**src/rtl/lsu_pkg.sv**
```systemverilog
// Shared LSU definitions: FSM states, RV32I load/store funct3 codes, legality helper.
// Latency: none (types and constants only).
// Backpressure: none.
package lsu_pkg;

    typedef enum logic [1:0] {
        IDLE = 2'd0,
        REQ  = 2'd1,
        RESP = 2'd2,
        ERR  = 2'd3
    } lsu_state_t;

    localparam logic [2:0] F3_B  = 3'd0;
    localparam logic [2:0] F3_H  = 3'd1;
    localparam logic [2:0] F3_W  = 3'd2;
    localparam logic [2:0] F3_BU = 3'd4;
    localparam logic [2:0] F3_HU = 3'd5;

    // An op is legal when funct3 names a real access for its direction
    // and the address is naturally aligned for that access size.
    function automatic logic op_legal(input logic is_st, input logic [2:0] f3, input logic [1:0] off);
        logic ok;
        ok = 1'b0;
        if (is_st) begin
            ok = (f3 == F3_B) || (f3 == F3_H) || (f3 == F3_W);
        end else begin
            ok = (f3 == F3_B) || (f3 == F3_H) || (f3 == F3_W) || (f3 == F3_BU) || (f3 == F3_HU);
        end
        if (((f3 == F3_H) || (f3 == F3_HU)) && off[0]) begin
            ok = 1'b0;
        end
        if ((f3 == F3_W) && (off != 2'b00)) begin
            ok = 1'b0;
        end
        return ok;
    endfunction

endpackage

```
**src/rtl/lsu_align.sv**
```systemverilog
// Byte-lane steering: extracts/extends load data and packs store data with byte enables.
// Latency: purely combinational.
// Backpressure: none; outputs follow inputs.
module lsu_align
    import lsu_pkg::*;
(
    input  logic [2:0]  funct3,
    input  logic [1:0]  off,
    input  logic [31:0] rdata,
    input  logic [31:0] sd,
    output logic [31:0] wd,
    output logic [31:0] wdata,
    output logic [3:0]  wstrb
);

    logic [7:0]  byte_sel;
    logic [15:0] half_sel;

    // Load path: pick the addressed lane and sign/zero-extend it.
    always_comb begin
        byte_sel = rdata[{off, 3'b000} +: 8];
        half_sel = rdata[{off[1], 4'b0000} +: 16];
        wd       = rdata;
        case (funct3)
            F3_B:    wd = {{24{byte_sel[7]}}, byte_sel};
            F3_BU:   wd = {24'h000000, byte_sel};
            F3_H:    wd = {{16{half_sel[15]}}, half_sel};
            F3_HU:   wd = {16'h0000, half_sel};
            default: wd = rdata;
        endcase
    end

    // Store path: replicate the datum across all lanes, enable only the addressed ones.
    always_comb begin
        wdata = sd;
        wstrb = 4'b1111;
        case (funct3)
            F3_B: begin
                wdata = {4{sd[7:0]}};
                wstrb = 4'b0001 << off;
            end
            F3_H: begin
                wdata = {2{sd[15:0]}};
                wstrb = 4'b0011 << {off[1], 1'b0};
            end
            default: begin
                wdata = sd;
                wstrb = 4'b1111;
            end
        endcase
    end

endmodule

```
**src/rtl/lsu.sv**
```systemverilog
// Load/store unit: one RV32I load or store per start pulse, load result written to the regfile.
// Latency: start edge N -> mem_req in N+1, done/rf_write in N+2 with zero-wait memory.
// Backpressure: holds mem_req and payload until mem_ready; busy stalls the core; TIMEOUT bounds the wait.
module lsu
    import lsu_pkg::*;
#(
    parameter int TIMEOUT = 255
) (
    input  logic        clk,
    input  logic        rst,
    input  logic        start,
    input  logic        is_store,
    input  logic [2:0]  funct3,
    input  logic [31:0] addr,
    input  logic [31:0] store_data,
    input  logic [4:0]  rd,
    output logic        busy,
    output logic        done,
    output logic        err,
    output logic        mem_req,
    output logic        mem_we,
    output logic [31:0] mem_addr,
    output logic [3:0]  mem_wstrb,
    output logic [31:0] mem_wdata,
    input  logic        mem_ready,
    input  logic [31:0] mem_rdata,
    output logic        rf_write,
    output logic [4:0]  rf_wa,
    output logic [31:0] rf_wd
);

    localparam int CW = (TIMEOUT > 1) ? $clog2(TIMEOUT + 1) : 1;
    localparam logic [CW-1:0] TMAX = CW'(TIMEOUT);

    lsu_state_t    state;
    lsu_state_t    state_nxt;
    logic          op_store;
    logic [2:0]    op_f3;
    logic [31:0]   op_addr;
    logic [31:0]   op_sd;
    logic [4:0]    op_rd;
    logic [CW-1:0] cnt;
    logic [CW-1:0] cnt_inc;
    logic [31:0]   load_wd;
    logic [31:0]   pack_wdata;
    logic [3:0]    pack_wstrb;
    logic          load_wb;

    lsu_align u_align (
        .funct3 (op_f3),
        .off    (op_addr[1:0]),
        .rdata  (mem_rdata),
        .sd     (op_sd),
        .wd     (load_wd),
        .wdata  (pack_wdata),
        .wstrb  (pack_wstrb)
    );

    assign cnt_inc = cnt + CW'(1);
    // Only loads to a real register produce a writeback; x0 writes are suppressed.
    assign load_wb = !op_store && (op_rd != 5'd0);

    // State, operand capture, wait counter and the held writeback registers.
    always_ff @(posedge clk) begin
        if (rst) begin
            state    <= IDLE;
            op_store <= 1'b0;
            op_f3    <= 3'd0;
            op_addr  <= 32'd0;
            op_sd    <= 32'd0;
            op_rd    <= 5'd0;
            cnt      <= '0;
            rf_wa    <= 5'd0;
            rf_wd    <= 32'd0;
        end else begin
            state <= state_nxt;
            if ((state == IDLE) && start) begin
                op_store <= is_store;
                op_f3    <= funct3;
                op_addr  <= addr;
                op_sd    <= store_data;
                op_rd    <= rd;
            end
            cnt <= (state == REQ) ? cnt_inc : '0;
            // rf_wd only moves when a write is about to be issued, so it holds otherwise.
            if ((state == REQ) && mem_ready && load_wb) begin
                rf_wa <= op_rd;
                rf_wd <= load_wd;
            end
        end
    end

    // Next-state decode: legality check at launch, ready/timeout race in REQ.
    always_comb begin
        state_nxt = state;
        case (state)
            IDLE: begin
                if (start) begin
                    state_nxt = op_legal(is_store, funct3, addr[1:0]) ? REQ : ERR;
                end
            end
            REQ: begin
                if (mem_ready) begin
                    state_nxt = RESP;
                end else if ((TIMEOUT != 0) && (cnt_inc == TMAX)) begin
                    state_nxt = ERR;
                end
            end
            RESP:    state_nxt = IDLE;
            ERR:     state_nxt = IDLE;
            default: state_nxt = IDLE;
        endcase
    end

    // Outputs decode from state; bus payload comes from the captured operands so it is stable in REQ.
    always_comb begin
        busy      = (state != IDLE);
        done      = (state == RESP);
        err       = (state == ERR);
        mem_req   = (state == REQ);
        mem_we    = (state == REQ) && op_store;
        mem_addr  = {op_addr[31:2], 2'b00};
        mem_wdata = pack_wdata;
        mem_wstrb = ((state == REQ) && op_store) ? pack_wstrb : 4'b0000;
        rf_write  = (state == RESP) && load_wb;
    end

endmodule
```
**config.mk**
```make
export PLATFORM = sky130hd
export DESIGN_NAME = lsu
export DESIGN_NICKNAME = d
export VERILOG_FILES = /design/src/rtl/lsu_pkg.sv /design/src/rtl/lsu_align.sv /design/src/rtl/lsu.sv
export SDC_FILE = /design/constraint.sdc
export NUM_CORES = 1
export LEC_CHECK = 0
export BUFFER_PORTS_ARGS = -buffer_cell sky130_fd_sc_hd__buf_2
export CAP_MARGIN = 10
export CORE_MARGIN = 2
export CORE_UTILIZATION = 44
export CTS_BUF_LIST = sky130_fd_sc_hd__clkbuf_8
export DETAILED_ROUTE_END_ITERATION = 10
export PLACE_DENSITY = 0.7
export SETUP_SLACK_MARGIN = 0.1
export SLEW_MARGIN = 10
export SYNTH_ARGS = -nofsm -noshare
export SYNTH_HDL_FRONTEND = slang
export SYNTH_HIERARCHICAL = 1
export SYNTH_SLANG_ARGS = --single-unit
export TNS_END_PERCENT = 10
```
**constraint.sdc**
```tcl
create_clock -name clk -period 2.5 [get_ports clk]
set_clock_uncertainty 0.15 [all_clocks]
set_input_delay 0 -clock clk [delete_from_list [all_inputs] [get_ports clk]]
set_output_delay 0 -clock clk [all_outputs]
set_load 0.01 [all_outputs]
```
# Yosys cells after proc, flatten, opt, wreduce, memory -nomap -nowiden
# Cells that the tools add are included.
# classes
n_addsub	1
eq_ne	13
n_shift	4
mux	14
bitwise_logic	1
reduce_logical	23
# ops
op	n
$pmux 32 s4	1
$pmux 32 s2	1
$shiftx 32x6->16	1
$shiftx 32x6->8	1
$eq 3x3->1 const B	4
$add 8x1->8 const B	1
$eq 8x8->1 const B	1
$logic_and 1x1->1	8
$mux 2	4
$pmux 4 s2	1
$eq 3x1->1 const B	2
$logic_not 3->1	2
$pmux 2 s3	1
$logic_or 1x1->1	5
$mux 1	5
$reduce_bool 5->1	1
$eq 2x2->1 const B	2
$mux 4	1
$reduce_bool 2->1	2
$reduce_or 2->1	2
$shl 1x2->4 const A	1
$shl 2x2->4 const A	1
$eq 3x2->1 const B	1
$ne 3x1->1 const B	1
other kinds (6)	6
# word_totals
reg_bits	120
in_bits	109
elab_cells	65

# Logic depth before layout (Yosys ltp)
# Gate-level depths: netlist of the first run.
# depth
depth_word	13
mapped_depth	7

# Cells and area by module
# Netlist of the first run, hierarchy kept.
# modules_own_cells
mod	n_inst	cells_each	area_per_inst_um2
lsu	1	581	4634.4
lsu_align	1	155	1049.8

# Worst setup path after synthesis of the first run
# Ideal clock, no wire load.
# synth_timing
kind	reg-to-reg
start	register op_addr[0]
end	register rf_wd[10]
arrival_ns	1.597
t_required_ns	2.218
path_slack_ns	0.621
path_stages_with_launch	8
n_path_buf	2
synth_period_minus_slack_ns	1.879
cell_sequence	dfxtp_1 > buf_6 > mux4_2 > and2_1 > buf_6 > a221o_1 > nand2_1 > a21oi_1
# synth_between
elab_chain_len	2
# synth_rtl
item	line_no	rtl
start: declaration	lsu.sv:39	logic [31:0] op_addr;
start signal: assignment	lsu.sv:80	op_addr <= addr;
$shiftx 32x6->8	lsu_align.sv:21	byte_sel = rdata[{off, 3'b000} +: 8];
$pmux 32 s4	lsu_align.sv:24	case (funct3)
net load_wd[10]	lsu.sv:44	logic [31:0] load_wd;
end signal: assignment	lsu.sv:88	rf_wd <= load_wd;
end: declaration	lsu.sv:29	output logic [31:0] rf_wd
# The timed path passes the listed nets, and every way through them passes these cells.
# A chain may end at the register's enable or synchronous reset.

# Worst setup path after layout of the first run
# layout_timing
start	register op_addr[0]
end	register rf_wd[4]
# Same word-level chain as after synthesis.

==> results_dict.tcl, run 1 <==
set metrics [dict create \
    die_y_um 117.7 \
    grt_max_degree 63 \
    nets 1141 \
    clk_path_buf_depth 2 \
    cts_tree "done" \
    whs_endpoint "op_sd[22]" \
    final_cells 1213 \
    root_buffer "clkbuf_8" \
    n_antenna_cell 0 \
    status "finished, final reports clean" \
    r2r_cells 7 \
    die_width_um 117.7 \
    ys_seq_elements 120 \
    async_flop_share_pct 0 \
    fin_crit_ns 2.325 \
    p_leak_nw 3.742 \
    holdPathStages 4 \
    rsz0062_at_grt "yes" \
    rr_startpoint "op_addr[0]" \
    antenna_left 0 \
    cts_setup_buffers 0 \
    power_mw 4.964 \
    ys_warn_count 6 \
    path_class "flip-flop to flip-flop" \
    slew_violations 0 \
    startpoint_type "flip-flop" \
    numCtsBuffers 17 \
    cp_max_fo 9 \
    cp.required_ns 2.65 \
    vias_per_cell 4.992 \
    routedWlPerCell_um 14.89 \
    grt.total_usage_pct 26.14 \
    max_freq_mhz 430.2 \
    rrSetupSlack_ns 0.18 \
    synth_cells 736 \
    dr.pass1.iters 5 \
    clkLatencyLatePin_ns 0.44 \
    ios 220 \
    drive_above_1_share_pct 27.57 \
    relSlewSlack_pct 55.00 \
    fp.coreArea_um2 12620 \
    synthToLayoutAreaGrowth_pct 46.18 \
    reg2reg_to "rf_wd[4]" \
    gp_congestion 0.8240 \
    first_iter_violations 391 \
    vias 6055 \
    ys.flop_type "dfxtp_1" \
    drc 0 \
    die-area_um2 13840 \
    placed_cell_area_um2 6543 \
    postLayoutCellArea_um2 8309 \
    seq_area_frac_synth_pct 42.26 \
    end_kind "flip-flop" \
    start_util_pct 45.04 \
    p_per_area_nw_per_um2 597.4 \
    post-dp-hpwl_um 10500 \
    ctsHtreeMaxLevel 4 \
    clkTransAtPathRegs_ns 0.07 \
    clkSinkCount 120 \
    grt_pass1_wl_um 29480 \
    multiInputGateArea_um2 2704 \
    grt-ovfl-total 0 \
    crit_arrival_ns 2.48 \
    hold_viol_final 0 \
    synth_edf_count 0 \
    finalSetupViolCount 0 \
    seqCellArea_um2 2405 \
    peakVddDrop_uv 471.9 \
    min_path_type "input port to flip-flop" \
    final.period_utilization_pct 92.99 \
    syn_area_per_cell_um2 7.723 \
    grt_pass1_vias 6022 \
    worstMarginPinSlew_ns 0.6750 \
    syn_area_um2 5684 \
    io_buffers 217 \
    fill_cells 1078 \
    rows 41 \
    max-cap-violations 0 \
    synth_cell_types 47 \
    min-delay-start "store_data[22]" \
    antenna_found_initial 0 \
    final.setup.tns_ns 0 \
    routed_wl_um 18070 \
    dp_cells 1046 \
]
==> synth_stat cells (5+ instances only) <==
| cell | count | area (um^2) |
|---|---|---|
| buf_6 | 6 | 67.56 |
| mux2_2 | 14 | 157.7 |
| buf_4 | 42 | 315.3 |
| a21oi_1 | 121 | 605.6 |
| nand2_1 | 255 | 957.2 |
| mux2i_1 | 15 | 150.1 |
| buf_2 | 16 | 80.08 |
| and3_1 | 6 | 37.54 |
| a221o_1 | 15 | 150.1 |
| nor3_1 | 5 | 25.02 |
| dfxtp_1 | 120 | 2402 |
| nor2_1 | 27 | 101.4 |
| clkbuf_1 | 27 | 101.4 |
| inv_1 | 6 | 22.52 |
==> critical path, stage by stage, from the launching register on <==
cell and delay, ns:
dfxtp_1 0.50, nor2b_1 0.22, nor3_1 0.06, buf_4 0.17, a221o_1 0.35, dlygate4sd3_1 0.59
nand2_1 0.08, a21oi_1 0.06
==> cell type report <==
type / count / share of cell area, %
timing repair buffer: 367 / 30.97
inverter: 6 / 0.2710
multi-input combinational: 518 / 32.54
tap: 172 / 2.590
sequential: 120 / 28.94
clock inverter: 9 / 1.205
clock buffer: 21 / 3.478
==> stage by stage <==
step	hold slack, ns	util, %	setup WS, ns
final	0.1830	65.84	0.1753
after global routing	0.1642	65.84	0.09233
after CTS	0.1509	65.79	0.1818
after detailed placement	0.09554	51.84	0.4782
after global placement	0.08998	51.84	0.5092
after floorplan	-0.01404	-	0.6212
==> cells in the final DEF (no fill, tap or decap), drive strengths merged, types with 2 or more instances in the layout <==
master       instances
or3b                 2
mux2i               15
a211oi               3
nor2b                4
buf                230
and3                 6
dlygate4sd3        137
nor3                 6
a21oi              121
nand2              255
nand3                4
clkbuf              21
bufinv               2
o41ai                3
o21ai                3
a221o               15
xor2                 4
and2                 4
ha                   2
clkinv               5
xnor2                4
mux2                17
conb                 2
nor2                28
or2                  3
inv                  7
a211o                2
nand2b               2
dfxtp              120
==> layer usage <==
layer  track usage, %  up-vias  part of all wire, %
li1                 -     2987                    -
met4            9.864        0                  2.3
met5                0        -                    0
met2            44.84      236                   51
met3            7.994       34                  7.0
met1            30.59     2798                   40
==> power breakdown <==
| part | switching (mW) | internal [mW] |
|---|---|---|
| registers | 0.0875 | 2.02 |
| logic | 0.583 | 0.535 |
| clock network | 0.767 | 0.971 |
| total | 1.44 | 3.53 |
==> how the worst max path moves through the flow <==
stage | startpoint | to | depth (start not counted)
2_1_floorplan | op_addr[0] | rf_wd[10] | 7
3_3_place_gp | op_addr[0] | rf_wd[9] | 5
3_5_place_dp | op_addr[0] | rf_wd[13] | 5
4_1_cts | op_f3[1] | mem_wdata[10] | 4
5_1_grt | state[0] | rf_wd[2] | 6
6_report | op_addr[0] | rf_wd[4] | 7
==> cells by family after synthesis <==
family,Yosys count,synth area share (%)
AND/OR/NAND/NOR,319,23.00
AO/OA/AOI/OAI,154,16.13
flip-flops,120,42.26
buffers and inverters,99,10.46
multiplexers,33,6.405
XOR/XNOR,8,1.233
adder cells (fa/ha/maj),2,0.4402
other,1,0.06597
==> timing repair <==
action	4_1_cts	5_1_grt
hold buffers	137	0
setup endpoints to repair	0	16
endpoints found under the hold margin	112	0
resized for setup	0	3
==> sequential cells by signal (all words and copies together), names as in the netlist <==
signal,count
op_store,1
rf_wd,32
cnt,8
state,2
op_f3,3
op_sd,32
rf_wa,5
op_addr,32
op_rd,5
Note: power is estimated with default switching activity, not from simulation.
==> run 2: changes to the inputs <==
--- a/config.mk
+++ b/config.mk
@@ -11,7 +11,7 @@
 export CORE_UTILIZATION = 44
 export CTS_BUF_LIST = sky130_fd_sc_hd__clkbuf_8
 export DETAILED_ROUTE_END_ITERATION = 10
-export PLACE_DENSITY = 0.7
+export PLACE_DENSITY = 0.73
 export SETUP_SLACK_MARGIN = 0.1
 export SLEW_MARGIN = 10
 export SYNTH_ARGS = -nofsm -noshare
==> constraint.sdc (replaced) <==
create_clock -name clk -period 2.1 [get_ports clk]
set_clock_uncertainty 0.15 [all_clocks]
set_input_delay 0 -clock clk [delete_from_list [all_inputs] [get_ports clk]]
set_output_delay 0 -clock clk [all_outputs]
set_load 0.01 [all_outputs]
==> run 2 against run 1 <==
  * Non-clock buffer count is 23 lower
  * Worst hold slack improved by 0.0010 ns
  * Worst setup slack worse by 0.0039 ns
  * Critical path depth shrank 3
  * Sequential share of layout area grew 0.95 points
  * Critical path type is now flip-flop to primary output
  * Highest routed layer unchanged
==> results_dict.tcl, run 2 (same netlist as run 1, synthesis figures left out) <==
set metrics [dict create \
    status "finished, final reports clean" \
    p_comb_share_pct 22.6 \
    hold_viol_final 0 \
    holdPathStages 4 \
    top_regs "op_addr: 32 flops, op_sd: 32 flops, rf_wd: 32 flops" \
    seqPwrFrac_pct 44.3 \
    rr_startpoint "op_addr[0]" \
    antenna_left 0 \
    crit_start "op_f3[2]" \
    final_cell_mix "nand2_1 (255), buf_2 (216), a21oi_1 (121), dfxtp_1 (118), dlygate4sd3_1 (108)" \
    rsz0062_at_grt "yes" \
    fill_cells 1103 \
    peakVddDrop_uv 539.2 \
    final_common_cell "nand2_1" \
    nets 1118 \
    antenna_found_initial 1 \
    relSlewSlack_pct 60.81 \
    max_freq_mhz 518.5 \
    routedWlPerCell_um 14.70 \
    grt_pass1_vias 5744 \
    gp_congestion 0.8211 \
    grt_max_degree 56 \
    path_class "flip-flop to primary output" \
    vias 5952 \
    ios 220 \
    p_sw_mw 1.694 \
    cts_tree "done" \
    p_per_area_nw_per_um2 703.8 \
    fin_crit_ns 1.929 \
    rows 41 \
    dp_cells 1051 \
    final.period_utilization_pct 91.84 \
    synthToLayoutAreaGrowth_pct 41.51 \
    ctsHtreeMaxLevel 4 \
    p_leak_nw 3.636 \
    drc 0 \
    worst_path_largest_cell_delay_ns 0.39 \
    clkLatencyLatePin_ns 0.43 \
    power.internal_mw 3.968 \
    grt-ovfl-total 0 \
    clkTransAtPathRegs_ns 0.07 \
    die-area_um2 13840 \
    final_cells 1193 \
    crit_buf_inv 2 \
    fp.coreArea_um2 12620 \
    cp.required_ns 1.95 \
    r2r_cells 5 \
    swShare_pct 29.91 \
    final.setup.tns_ns 0 \
    p_clk_share_pct 33.1 \
    post-dp-hpwl_um 10870 \
    startpoint_type "flip-flop" \
    root_buffer "clkbuf_8" \
    routed_wl_um 17540 \
    numCtsBuffers 17 \
    whs_endpoint "op_sd[15]" \
    drive_above_1_share_pct 28.63 \
    grt.total_usage_pct 24.95 \
    crit_arrival_ns 1.78 \
    rrSetupSlack_ns 0.26 \
    crit_slowest_cell "dfxtp_1" \
    cp_cell_sequence "nor3_4, buf_4, mux2_2, buf_2" \
    dr.pass1.iters 5 \
    crit_family "flip-flops" \
    clk_path_buf_depth 2 \
    io_buffers 217 \
    min-delay-start "store_data[15]" \
    clkSinkCount 120 \
    vias_per_cell 4.989 \
    max-cap-violations 0 \
    cp_max_fo 8 \
    die_y_um 117.7 \
    start_util_pct 45.04 \
    die_width_um 117.7 \
    end_kind "primary output" \
    first_iter_violations 432 \
    finalSetupViolCount 0 \
    slew_violations 0 \
    grt_pass1_wl_um 28260 \
    min_path_type "input port to flip-flop" \
    worstMarginPinSlew_ns 0.5879 \
    reg2reg_to "rf_wd[10]" \
]
## run 2: timing repair
action / in CTS / in global routing
resized for setup: 2 / 4
hold buffers: 108 / 0
buffers inserted: 1 / 0
endpoints found under the setup margin: 17 / 28
pin swaps: 1 / 0
endpoints found under the hold margin: 112 / 0
gates cloned: 0 / 0
## run 2: final cells by class
cell class	count	area (um^2)	area share, %
Inverter	6	22.52	0.2800
Tap cell	172	215.2	2.675
Timing Repair Buffer	344	2332	28.99
Clock inverter	13	90.09	1.120
Sequential cell	120	2405	29.90
Multi-Input combinational cell	518	2715	33.75
Clock buffer	19	261.5	3.251
Antenna cell	1	2.502	0.03111
## run 2: worst max-delay path by stage
stage,end,slack [ns],cells past startpoint
after floorplan,rf_wd[10],0.22,7
after global placement,rf_wd[15],0.30,5
after detailed placement,rf_wd[9],0.28,5
after CTS,mem_wdata[17],0.02,4
after global routing,mem_wstrb[0],0.1,5
final,mem_wdata[12],0.17,4
## run 2: through the flow
stage / setup WS, ns / utilization (%) / instance area (um^2) / total power, mW / hold slack, ns
after floorplan: 0.2212 / - / 5688 / 3.303 / -0.01404
after global placement: 0.2982 / 52.14 / 6580 / 3.627 / 0.09063
after detailed placement: 0.2798 / 52.14 / 6580 / 3.640 / 0.09586
after CTS: 0.02162 / 63.63 / 8030 / 5.681 / 0.1539
after global routing: 0.09604 / 63.74 / 8044 / 5.932 / 0.1894
final: 0.1714 / 63.74 / 8044 / 5.661 / 0.1840
## run 2: tightest hold or removal path, cell delays in order
cell and delay [ns]:
dlygate4sd3_1 0.53, buf_2 0.12, nand2_1 0.04, a21oi_1 0.05
## run 2: power groups by stage
stage | clock network [mW] | logic (mW) | registers [mW]
finish | 1.88 | 1.28 | 2.51
global route | 2.01 | 1.40 | 2.52
CTS | 1.92 | 1.25 | 2.50
detailed placement | 0 | 1.09 | 2.55
global placement | 0 | 1.08 | 2.55
floorplan | 0 | 0.778 | 2.52
## run 2: metal layers
metal / track usage, % / share of wire, % / up-vias / routed length (um)
met1: 28.35 / 40 / 2732 / 7097
met5: 0 / 0 / - / 0
met3: 6.589 / 6.8 / 38 / 1196
met2: 44.44 / 50 / 243 / 8824
met4: 9.714 / 2.4 / 0 / 421
li1: - / - / 2939 / -
==> run 3: changes to the inputs <==
--- a/config.mk
+++ b/config.mk
@@ -11,7 +11,7 @@
 export CORE_UTILIZATION = 44
 export CTS_BUF_LIST = sky130_fd_sc_hd__clkbuf_8
 export DETAILED_ROUTE_END_ITERATION = 10
-export PLACE_DENSITY = 0.73
+export PLACE_DENSITY = 0.74
 export SETUP_SLACK_MARGIN = 0.1
 export SLEW_MARGIN = 10
 export SYNTH_ARGS = -nofsm -noshare
==> run 3 against run 2 <==
  * Final cell count down 0.17%
  * Final area grew 1.3%
  * Die area unchanged
  * Worst setup slack got worse by 0.044 ns
  * Non-clock buffer count shrank 1
  * Count of clock-buffer cells in the layout is 2 higher
  * Combinational power hardly changed
  * Sequential power hardly changed
  * First-iteration DRC count is 11% lower
  * Sequential share of layout area decreased by 0.36 points
  * Global-route usage up 0.72 points
  * Flip-flop and latch count is the same
  * Largest cell class unchanged
==> results_dict.tcl, run 3 (same netlist as run 1, synthesis figures left out) <==
set metrics [dict create \
    status "finished, final reports clean" \
    rr_startpoint "op_addr[0]" \
    cp_max_fo 15 \
    worstMarginPinSlew_ns 0.5455 \
    vias_per_cell 5.060 \
    p_leak_nw 3.656 \
    seqCellArea_um2 2406 \
    rows 41 \
    clkSinkCount 120 \
    gp_congestion 0.8319 \
    ctsHtreeMaxLevel 4 \
    p_per_area_nw_per_um2 743.2 \
    power.internal_mw 4.311 \
    final_common_cell "nand2_1" \
    first_iter_violations 383 \
    final.period_utilization_pct 93.93 \
    drc 0 \
    final_cell_mix "nand2_1 (255), buf_2 (216), a21oi_1 (121), dfxtp_1 (117), dlygate4sd3_1 (108)" \
    min-delay-start "store_data[30]" \
    max_freq_mhz 506.9 \
    final_cells 1191 \
    swShare_pct 28.80 \
    die_y_um 117.7 \
    cts_tree "done" \
    final.setup.tns_ns 0 \
    routedWlPerCell_um 14.99 \
    finalSetupViolCount 0 \
    seqPwrFrac_pct 41.4 \
    drive_above_1_share_pct 29.24 \
    antenna_left 0 \
    peakVddDrop_uv 523.0 \
    ios 220 \
    startpoint_type "flip-flop" \
    multiInputGateArea_um2 2716 \
    crit_slowest_cell "dfxtp_2" \
    clkTransAtPathRegs_ns 0.08 \
    grt.total_usage_pct 25.67 \
    grt_pass1_vias 6065 \
    top_regs "op_addr: 32 flops, op_sd: 32 flops, rf_wd: 32 flops" \
    fp.coreArea_um2 12620 \
    p_sw_mw 1.744 \
    io_buffers 217 \
    synthToLayoutAreaGrowth_pct 43.32 \
    dp_cells 1049 \
    cp_cell_sequence "buf_8, nor3_4, buf_6, mux2_1, buf_2" \
    numCtsBuffers 17 \
    clk_path_buf_depth 2 \
    nets 1117 \
    path_class "flip-flop to primary output" \
    die-area_um2 13840 \
    grt-ovfl-total 0 \
    p_comb_share_pct 21.5 \
    min_path_type "input port to flip-flop" \
    crit_arrival_ns 1.82 \
    worst_path_largest_cell_delay_ns 0.36 \
    fill_cells 1047 \
    die_width_um 117.7 \
    end_kind "primary output" \
    grt_max_degree 74 \
    antenna_found_initial 0 \
    hold_viol_final 0 \
    grt_pass1_wl_um 29250 \
    rsz0062_at_grt "yes" \
    relSlewSlack_pct 63.64 \
    p_clk_share_pct 37.1 \
    start_util_pct 45.04 \
    clkLatencyLatePin_ns 0.43 \
    cp.required_ns 1.95 \
    n_antenna_cell 0 \
    slew_violations 0 \
    post-dp-hpwl_um 10810 \
    max-cap-violations 0 \
    routed_wl_um 17850 \
    crit_start "op_f3[0]" \
    vias 6026 \
    dr.pass1.iters 5 \
    root_buffer "clkbuf_8" \
    fin_crit_ns 1.973 \
]
-- run 3: changes by cell type in the layout (fill, tap and decap cells not counted), moves of 2 or more --
cell,change
buf_6,+2
clkbuf_8,+2
clkinv_2,-3
buf_4,-5
clkinv_4,+2
bufinv_16,+2
inv_1,-4
-- run 3: timing repair --
action | in CTS | in global routing
buffers inserted | 1 | 0
cloned | 1 | 0
hold endpoints to repair | 112 | 0
resized for setup | 8 | 5
pin swaps | 1 | 0
setup endpoints to repair | 19 | 37
hold buffers | 108 | 0
-- run 3: worst max-delay path: cells and delay by family, from the launching register on --
kind | cells | cell delay [ns]
DFF | 1 | 0.36
buffers and inverters | 3 | 0.49
muxes | 1 | 0.34
and+or+nand+nor | 1 | 0.19
-- run 3: routing by layer --
| layer | wire length, um | GRT usage (%) |
|---|---|---|
| met2 | 8804 | 44.55 |
| met1 | 7310 | 28.92 |
| met4 | 580 | 12.73 |
| met5 | 0 | 0 |
| met3 | 1154 | 6.977 |
-- run 3: power by group through the flow --
stage	Combinational (mW)	Clock, mW	Sequential (mW)
global placement	1.08	0	2.55
global route	1.42	2.41	2.52
detailed placement	1.09	0	2.55
CTS	1.27	2.28	2.50
floorplan	0.778	0	2.52
finish	1.30	2.25	2.51
-- run 3: worst paths after layout --
check        cells after the start       endpoint  slack [ns]
max                              5  mem_wdata[15]        0.13
max reg2reg                      5       rf_wd[8]        0.21
min reg2reg                      2    op_addr[13]        0.30
min                              4      op_sd[30]        0.20
-- run 3: metrics by stage --
stage / utilization, % / setup WS (ns) / hold slack, ns / total power [mW] / instance area, um^2
2_1_floorplan: - / 0.2212 / -0.01404 / 3.303 / 5688
3_3_place_gp: 52.12 / 0.1763 / 0.09024 / 3.631 / 6578
3_5_place_dp: 52.12 / 0.1087 / 0.09591 / 3.642 / 6578
4_1_cts: 64.46 / 0.05687 / 0.1574 / 6.061 / 8134
5_1_grt: 64.55 / 0.02831 / 0.1916 / 6.350 / 8147
6_report: 64.55 / 0.1274 / 0.2018 / 6.055 / 8147
-- run 3: final cells by class --
class,count,share of cell area (%)
Clock inverter,11,1.782
Tap cell,172,2.642
Clock buffer,21,3.548
Timing Repair Buffer,343,28.87
Inverter,6,0.2765
Multi-Input combinational cell,518,33.34
Sequential cell,120,29.53
